`src/rtl/morph_ctrl_pkg.sv`:
```
// Shared types and sizing helpers for the morphology frame sequencer.
package morph_ctrl_pkg;

  typedef enum logic [1:0] {
    ST_IDLE,
    ST_RUN,
    ST_FLUSH,
    ST_DONE
  } state_e;

  // Counter width for n distinct values, never narrower than one bit.
  function automatic int cnt_width(input int n);
    return (n < 2) ? 1 : $clog2(n);
  endfunction

  // Pad beats needed to push the last row through the 3x3 line buffer.
  function automatic int flush_len(input int w);
    return w + 1;
  endfunction

  localparam int DEF_W     = 640;
  localparam int DEF_H     = 480;
  localparam int DEF_COL_W = cnt_width(DEF_W);
  localparam int DEF_ROW_W = cnt_width(DEF_H);

endpackage

```
`src/rtl/morph_pos_counter.sv`:
```
// Row/column raster counter with synchronous clear, enable and end-of-frame flag.
module morph_pos_counter
  import morph_ctrl_pkg::*;
#(
  parameter int W     = DEF_W,
  parameter int H     = DEF_H,
  parameter int COL_W = DEF_COL_W,
  parameter int ROW_W = DEF_ROW_W
) (
  input  logic             clk,
  input  logic             rst_n,
  input  logic             clr_i,
  input  logic             en_i,
  output logic [ROW_W-1:0] row_o,
  output logic [COL_W-1:0] col_o,
  output logic             last_o
);

  logic [ROW_W-1:0] row_q, row_d;
  logic [COL_W-1:0] col_q, col_d;
  logic             row_last, col_last;

  assign row_last = (row_q == ROW_W'(H - 1));
  assign col_last = (col_q == COL_W'(W - 1));

  always_comb begin
    row_d = row_q;
    col_d = col_q;
    if (clr_i) begin
      row_d = '0;
      col_d = '0;
    end else if (en_i) begin
      if (col_last) begin
        col_d = '0;
        row_d = row_last ? '0 : row_q + ROW_W'(1);
      end else begin
        col_d = col_q + COL_W'(1);
      end
    end
  end

  always_ff @(posedge clk or negedge rst_n) begin
    if (!rst_n) begin
      row_q <= '0;
      col_q <= '0;
    end else begin
      row_q <= row_d;
      col_q <= col_d;
    end
  end

  assign row_o  = row_q;
  assign col_o  = col_q;
  assign last_o = row_last & col_last;

endmodule

```
`src/rtl/morph_frame_ctrl.sv`:
```
// Frame sequencer feeding the 3x3 morphology datapath: forwards one frame,
// pads W+1 beats to drain the line buffer and tags each valid window centre.
module morph_frame_ctrl
  import morph_ctrl_pkg::*;
#(
  parameter int                        IMG_WIDTH_DATA = 24,
  parameter int                        IMG_WIDTH_LINE = DEF_W,
  parameter int                        IMG_HEIGHT     = DEF_H,
  parameter logic [IMG_WIDTH_DATA-1:0] PAD_VALUE      = '0
) (
  input  logic                                 clk,
  input  logic                                 rst_n,
  input  logic                                 start,
  input  logic [IMG_WIDTH_DATA-1:0]            src_data,
  input  logic                                 src_valid,
  output logic                                 src_ready,
  output logic [IMG_WIDTH_DATA-1:0]            win_data,
  output logic                                 win_en,
  output logic                                 ctr_valid,
  output logic [cnt_width(IMG_HEIGHT)-1:0]     ctr_row,
  output logic [cnt_width(IMG_WIDTH_LINE)-1:0] ctr_col,
  output logic                                 border,
  output logic                                 busy,
  output logic                                 done
);

  localparam int ROW_W     = cnt_width(IMG_HEIGHT);
  localparam int COL_W     = cnt_width(IMG_WIDTH_LINE);
  localparam int FLUSH_LEN = flush_len(IMG_WIDTH_LINE);
  localparam int PUSH_W    = cnt_width(FLUSH_LEN + 1);

  state_e                    state_q;
  logic                      src_ready_q, busy_q, done_q;
  logic                      win_en_q, ctr_valid_q;
  logic [IMG_WIDTH_DATA-1:0] win_data_q;
  logic [ROW_W-1:0]          ctr_row_q, in_row, pos_row;
  logic [COL_W-1:0]          ctr_col_q, in_col, pos_col;
  logic [PUSH_W-1:0]         push_cnt_q;
  logic                      accept, flush_push, push, push_sat, centre_en;
  logic                      clr, in_last, ctr_last, flush_end;

  assign accept     = src_valid & src_ready_q;
  assign flush_push = (state_q == ST_FLUSH);
  assign push       = accept | flush_push;
  assign push_sat   = (push_cnt_q == PUSH_W'(FLUSH_LEN));
  assign centre_en  = push & push_sat;
  assign clr        = (state_q == ST_IDLE) & start;

  // The input counter keeps running over the pad beats, so index W (row 1,
  // col 0) marks the final pad; the centre counter reaches its last centre on
  // that same beat.
  assign flush_end = ctr_last && (in_row == ROW_W'(1)) && (in_col == '0);

  morph_pos_counter #(
    .W(IMG_WIDTH_LINE), .H(IMG_HEIGHT), .COL_W(COL_W), .ROW_W(ROW_W)
  ) u_in_pos (
    .clk(clk), .rst_n(rst_n), .clr_i(clr), .en_i(push),
    .row_o(in_row), .col_o(in_col), .last_o(in_last)
  );

  morph_pos_counter #(
    .W(IMG_WIDTH_LINE), .H(IMG_HEIGHT), .COL_W(COL_W), .ROW_W(ROW_W)
  ) u_ctr_pos (
    .clk(clk), .rst_n(rst_n), .clr_i(clr), .en_i(centre_en),
    .row_o(pos_row), .col_o(pos_col), .last_o(ctr_last)
  );

  always_ff @(posedge clk or negedge rst_n) begin
    if (!rst_n) begin
      state_q     <= ST_IDLE;
      src_ready_q <= 1'b0;
      busy_q      <= 1'b0;
      done_q      <= 1'b0;
      win_en_q    <= 1'b0;
      win_data_q  <= '0;
      ctr_valid_q <= 1'b0;
      ctr_row_q   <= '0;
      ctr_col_q   <= '0;
      push_cnt_q  <= '0;
    end else begin
      win_en_q    <= push;
      ctr_valid_q <= centre_en;
      done_q      <= 1'b0;
      if (push) win_data_q <= accept ? src_data : PAD_VALUE;
      if (centre_en) begin
        ctr_row_q <= pos_row;
        ctr_col_q <= pos_col;
      end
      if (clr) push_cnt_q <= '0;
      else if (push && !push_sat) push_cnt_q <= push_cnt_q + PUSH_W'(1);

      case (state_q)
        ST_IDLE: if (start) begin
          state_q     <= ST_RUN;
          src_ready_q <= 1'b1;
          busy_q      <= 1'b1;
        end
        ST_RUN: if (accept && in_last) begin
          state_q     <= ST_FLUSH;
          src_ready_q <= 1'b0;
        end
        ST_FLUSH: if (flush_end) state_q <= ST_DONE;
        ST_DONE: begin
          state_q <= ST_IDLE;
          done_q  <= 1'b1;
          busy_q  <= 1'b0;
        end
        default: state_q <= ST_IDLE;
      endcase
    end
  end

  assign src_ready = src_ready_q;
  assign win_en    = win_en_q;
  assign win_data  = win_data_q;
  assign ctr_valid = ctr_valid_q;
  assign ctr_row   = ctr_row_q;
  assign ctr_col   = ctr_col_q;
  assign busy      = busy_q;
  assign done      = done_q;
  assign border    = ctr_valid_q &&
                     ((ctr_row_q == '0) || (ctr_row_q == ROW_W'(IMG_HEIGHT - 1)) ||
                      (ctr_col_q == '0) || (ctr_col_q == COL_W'(IMG_WIDTH_LINE - 1)));

endmodule

```
`config.mk`:
```
export PLATFORM = sky130hd
export DESIGN_NAME = morph_frame_ctrl
export DESIGN_NICKNAME = d
export VERILOG_FILES = /design/src/rtl/morph_ctrl_pkg.sv /design/src/rtl/morph_pos_counter.sv /design/src/rtl/morph_frame_ctrl.sv
export SDC_FILE = /design/constraint.sdc
export NUM_CORES = 1
export LEC_CHECK = 0
export CAP_MARGIN = 20
export CORE_ASPECT_RATIO = 0.5
export CORE_MARGIN = 3
export CORE_UTILIZATION = 48
export CTS_CLUSTER_DIAMETER = 200
export CTS_CLUSTER_SIZE = 14
export DETAILED_ROUTE_END_ITERATION = 10
export GPL_ROUTABILITY_DRIVEN = 0
export PLACE_DENSITY = 0.85
export SLEW_MARGIN = 20
export SYNTH_ARGS = -nofsm -noshare
export SYNTH_HDL_FRONTEND = slang
export SYNTH_SLANG_ARGS = --single-unit
```
`constraint.sdc`:
```
create_clock -name clk -period 2.45 [get_ports clk]
set_input_delay 0.49 -clock clk [delete_from_list [all_inputs] [get_ports clk]]
set_output_delay 0.49 -clock clk [all_outputs]
set_load 0.03 [all_outputs]
```
==> results of run 1 <==
[registers in the layout, summed over array words and instances (netlist names)]
| register | cells |
|---|---|
| push_cnt_q | 10 |
| ctr_col | 10 |
| u_in_pos.col_o | 10 |
| busy | 1 |
| ctr_valid | 1 |
| u_in_pos.row_o | 9 |
| state_q | 2 |
| win_en | 1 |
| ctr_row | 9 |
| u_ctr_pos.row_o | 9 |
| win_data | 24 |
| done | 1 |
| src_ready | 1 |
| u_ctr_pos.col_o | 10 |
[per-layer routing]
| metal | part of all wire | up-vias | global-route usage |
|---|---|---|---|
| li1 | - | 1860 | - |
| met1 | 0.47 | 1935 | 0.271 |
| met2 | 0.48 | 103 | 0.338 |
| met3 | 0.046 | 13 | 0.0527 |
| met4 | 0.010 | 0 | 0.0569 |
| met5 | 0 | - | 0 |
[area by class of cell]
cell class / instances / area, um2 / area share
Multi-Input combinational cell: 338 / 2030 / 0.340
Clock inverter: 6 / 88.8 / 0.0148
Tap cell: 117 / 146 / 0.0245
Inverter: 13 / 48.8 / 0.00816
Timing Repair Buffer: 102 / 973 / 0.163
Sequential cell: 98 / 2450 / 0.410
Clock buffer: 10 / 239 / 0.0399
[cell usage in the layout, fill, tap and decap left out, drive strengths merged, types with 4 or more instances in the layout]
master,n
xnor2,7
dfrtp,98
a31oi,5
and3,5
nor2,46
xor2,10
buf,27
a211oi,4
a22o,25
o21ai,23
inv,13
clkbuf,11
nand4,16
nor3,10
o31ai,6
a21oi,21
nand3,18
ha,13
clkdlybuf4s50,74
nor4,10
nand2,81
[per-stage QoR]
stage,hold slack [ps],std cells,cell area (um2),setup WS [ps],util
5_1_grt,197,684,5980,7.85,0.664
3_5_place_dp,481,667,5650,-32.1,0.627
3_3_place_gp,483,667,5650,76.7,0.627
4_1_cts,171,683,5970,28.6,0.663
6_report,147,684,5980,74.1,0.664
2_1_floorplan,194,468,4600,176,-
[worst reg2reg max path: stages (launching register included)]
cell     delay (ps)
dfrtp_1         370
ha_2            230
nand2_4          70
or4_4           530
or4_4           550
a21oi_2         180
mux2_1          330
[path summary, 6_finish.rpt]
check / endpoint / slack (ps) / cells past startpoint
setup reg to reg: state_q[1] / 70 / 6
max in group asynchronous: win_data[7] / 1610 / 2
setup / recovery: state_q[1] / 70 / 6
hold / removal: ctr_col[5] / 150 / 1
min in group clk: win_data[3] / 500 / 1
hold reg to reg: win_data[3] / 500 / 1
[kinds of logic after synthesis]
kind of cell    after synthesis  synth area share
mux                           5            0.0114
fa+ha+maj                    13            0.0354
compound gates               94             0.139
xor+xnor                     17            0.0324
simple gates                209             0.223
buf+inv                      32            0.0264
flops                        98             0.533
[report_power, final]
part	total, mW	internal [mW]	switching [mW]
Sequential	2.19	1.93	0.257
Clock	1.52	0.925	0.596
Combinational	2.10	0.900	1.20
Total	5.81	3.76	2.05
[timing repair]
action | CTS | global route
setup endpoints to repair | 1 | 7
buffers inserted | 0 | 1
pin swaps | 0 | 1
resized for setup | 1 | 4
==> results.md, run 1 <==
* Most common cell in the synthesized netlist: dfrtp_1
* DR vias at 3911
* Synthesized Nets at 509
* Unrepaired setup endpoints after global routing: false
* Tcrit/Tclk final at 0.970
* Iteration-0 DRC Markers at 289
* Commonest cells post-synth: dfrtp_1, nand2_1, nor2_1
* ANT nets after route at 0
* Fin Setup TNS at 0 ps
* Clock Skew at 4.87 ps
* Worst-path cell chain: ha_2 -> nand2_4 -> or4_4 -> or4_4 -> a21oi_2 -> mux2_1
* YS warnings at 0
* CTS sink count at 98
* Site Rows at 24
* Peak supply drop at 0.603 mV
* Clock Path Buffers at 2
* Share of cells above drive strength 1 at 0.108
* Outcome: finished, final reports clean
* R2R Path Start: u_ctr_pos.row_o[0]
* Vias in the first global route at 3771
* CTS buffer count at 9
* Port bufs at 76
* Share of the synthesized area in the top cell type at 0.533
* Leading post-synthesis cells by cell area: dfrtp_1, nand2_1, a22o_1
* Width of the chip at 144 um
* Slew Limit Headroom at 0.490
* Total Wirelength at 10600 um
* Root Driver: clkbuf_16
* Die Ht at 75.2 um
* Starting Density at 0.511
* Fin crit period at 2380 ps
* Distinct cells, synth at 55
* FF+latch count, synth at 98
* Final Setup Violations at 0
* Final count of pins violating max slew at 0
* Slowest Stage Delay on Critical Path at 550 ps
* Max_cap viols at 0
* Post-Syn Area at 4600 um2
* Post-DP HPWL at 7380 um
* CTS tree: yes
* Power per cell area at 971 nW/um2
* Fin nets at 603
* Core Area at 9010 um2
* First-pass GRT wire length at 17400 um
* Top delay family on crit path: simple AND/OR/NAND/NOR gates
* Clk pin slew, worst setup/hold paths at 70 ps
* Die ar. at 10900 um2
* Async set-reset flop share out of synthesis at 1.00
* Vias per cell at 5.72
* Avg Inst Size Synth at 9.83 um2
* Req. time, crit path at 2680 ps
* Fill cells at 715
* N_diodes at 0
* Leakage at 2.66 nW
* Element type at the critical path end: register
* Crit path max-delay cell type: or4_4
* Post-synthesis sequential area ratio at 0.533
* Pin count of the biggest net entering global routing at 54
* Syn Inst Count at 468
* All-Layer GR Usage at 0.204
* Critical path origin: u_ctr_pos.row_o[0]
* I/O pin total at 77
* Cell taking the most area after synthesis: dfrtp_1
* Bufs and invs on worst path at 0
* Total gr overflow at 0
* CP arrival at 2600 ps
* Initial antenna violation count at 0
* Cell mode on critical path: or4_4
* Post-CTS Hold Fix Bufs at 0
* Total power at 5.81 mW
* Final Hold Vio Count at 0
* Fmax at 0.421 GHz
* Hold Path Class: input port to async pin
* CP Class: register to register
* Clk_lat worst skew at 340 ps
* Depth of the CTS H-tree at 3
* Main flop type after synthesis: dfrtp_1
* Crit path launch type: register
* First-pass DRT Iterations at 4
* Tightest Pin Transition at 755 ps
* Crit path max fanout at 5
* EDFF count, synth at 0
* Routed WL per cell at 15.5 um
* Number of remaining DRC errors at 0
* Synth-to-layout area growth at 30.1%
Power figures use the tool's default switching activity.
==> run 2: changes to the inputs <==
--- a/config.mk
+++ b/config.mk
@@ -6,7 +6,6 @@
 export NUM_CORES = 1
 export LEC_CHECK = 0
 export CAP_MARGIN = 20
-export CORE_ASPECT_RATIO = 0.5
 export CORE_MARGIN = 3
 export CORE_UTILIZATION = 48
 export CTS_CLUSTER_DIAMETER = 200
==> run 2 against run 1 <==
Clock-buffer cell count fell by 1. Total power down 7.8%. Die area shrank 0.65%. Core utilization shrank 3.4 points. First-iteration DRC count shrank 34%. Register-to-register slack about the same. Worst hold slack lost 140 ps. Combinational power hardly changed.
==> results.md, run 2 (synthesis results as in run 1) <==
* Outcome: finished, final reports clean
* Bufs and invs on worst path at 0
* Die Ht at 104 um
* First-pass GRT wire length at 17900 um
* Post-CTS Hold Fix Bufs at 0
* Crit path max-delay cell type: or4_4
* Fmax at 0.419 GHz
* Crit path launch type: register
* Element type at the critical path end: register
* Top delay family on crit path: simple AND/OR/NAND/NOR gates
* Final Setup Violations at 0
* Hold Path Class: input port to async pin
* Synth-to-layout area growth at 27.1%
* Number of remaining DRC errors at 0
* FF-to-FF End: state_q[1]
* Routed WL per cell at 15.2 um
* CP Depth at 6
* Slowest Stage Delay on Critical Path at 550 ps
* CTS tree: yes
* First-pass DRT Iterations at 4
* Clk pin slew, worst setup/hold paths at 100 ps
* DR vias at 3899
* N_diodes at 0
* Die ar. at 10800 um2
* Final Hold Vio Count at 0
* Slew Limit Headroom at 0.569
* Final count of pins violating max slew at 0
* Core Area at 9280 um2
* Iteration-0 DRC Markers at 191
* All-Layer GR Usage at 0.198
* Width of the chip at 104 um
* Initial antenna violation count at 0
* Share of cells above drive strength 1 at 0.103
* Most frequent cells in the layout: dfrtp_1, nand2_1, clkdlybuf4s50_1, nor2_1, a22o_1
* CTS buffer count at 9
* Vias in the first global route at 3907
* Max_cap viols at 0
* Internal power at 3.30 mW
* Tcrit/Tclk final at 0.975
* Power per cell area at 916 nW/um2
* Fin crit period at 2390 ps
* Fin nets at 601
* Clk_lat worst skew at 370 ps
* Post-DP HPWL at 7540 um
* I/O pin total at 77
* Largest register FFs at 24
* Depth of the CTS H-tree at 3
* ANT nets after route at 0
* CTS sink count at 98
* Switching Fraction at 0.384
* Tightest Pin Transition at 636 ps
* Peak supply drop at 0.651 mV
* Total power at 5.36 mW
* CP Class: register to register
* Fin Setup TNS at 0 ps
* Most common cell after layout, fill and taps aside: dfrtp_1
* Pin count of the biggest net entering global routing at 52
* Root Driver: clkbuf_8
* R2R Path Start: u_ctr_pos.row_o[1]
* Core Util, Final at 0.630
* Register share of total power at 0.408
* Clock Skew at 8.63 ps
* Leakage at 2.59 nW
* Port bufs at 76
* Sw Pwr at 2.06 mW
* Clock Path Buffers at 2
* Power share of the clock group at 0.204
* Total Wirelength at 10600 um
* FF-to-FF path depth at 6
* Worst R2R Setup Slack at 60 ps
* Total gr overflow at 0
* Logic pwr share at 0.387
* Vias per cell at 5.62
* Cell mode on critical path: or4_4
* Crit path max fanout at 5
* Req. time, crit path at 2700 ps
* CP arrival at 2640 ps
* Worst-path cell chain: ha_2 -> nand2_4 -> or4_4 -> or4_4 -> a21oi_2 -> mux2_1
* Starting Density at 0.495
* Site Rows at 35
-- run 2: metal layers --
metal / part of all wire / track usage
met5: 0 / 0
met4: 0.014 / 0.0636
met3: 0.057 / 0.0422
met2: 0.50 / 0.336
met1: 0.43 / 0.253
-- run 2: worst max path at each step --
stage,end,slack [ps],from
after floorplan,state_q[1],180,u_ctr_pos.row_o[1]
after global placement,push_cnt_q[9],100,src_valid
after detailed placement,u_in_pos.row_o[5],20,src_valid
after CTS,border,9,ctr_col[4]
after global routing,u_ctr_pos.col_o[5],-30,push_cnt_q[1]
final,state_q[1],60,u_ctr_pos.row_o[1]
-- run 2: power by group through the flow --
stage	clock network [mW]	registers, mW	logic [mW]
after floorplan	0	2.60	0.781
after global placement	0	2.19	1.99
after detailed placement	0	2.20	2.09
after CTS	1.11	2.18	2.09
after global routing	1.18	2.23	2.23
final	1.09	2.19	2.08
-- run 2: layout make-up --
class | count | area (um2)
flip-flops and latches | 98 | 2450
repair buffers | 100 | 946
multi-input cells | 338 | 2030
fillers | 767 | 3440
clock inverters | 7 | 82.6
clock buffers | 9 | 124
inverters | 13 | 48.8
well taps | 129 | 161
-- run 2: what timing repair did --
item                                    CTS  global route
gates resized for setup                   2             3
pin swaps                                 0             1
endpoints found under the setup margin    1            10
endpoints found under the hold margin     0             0
buffers inserted                          0             2
-- run 2: through the flow --
step	hold slack, ps	std cells	worst slack [ps]	instance area, um2
global route	16.3	694	-26.8	5850
detailed placement	410	676	17.8	5630
global placement	407	676	97.5	5630
CTS	12.8	692	9.29	5830
finish	6.82	694	60.8	5850
floorplan	194	468	176	4600
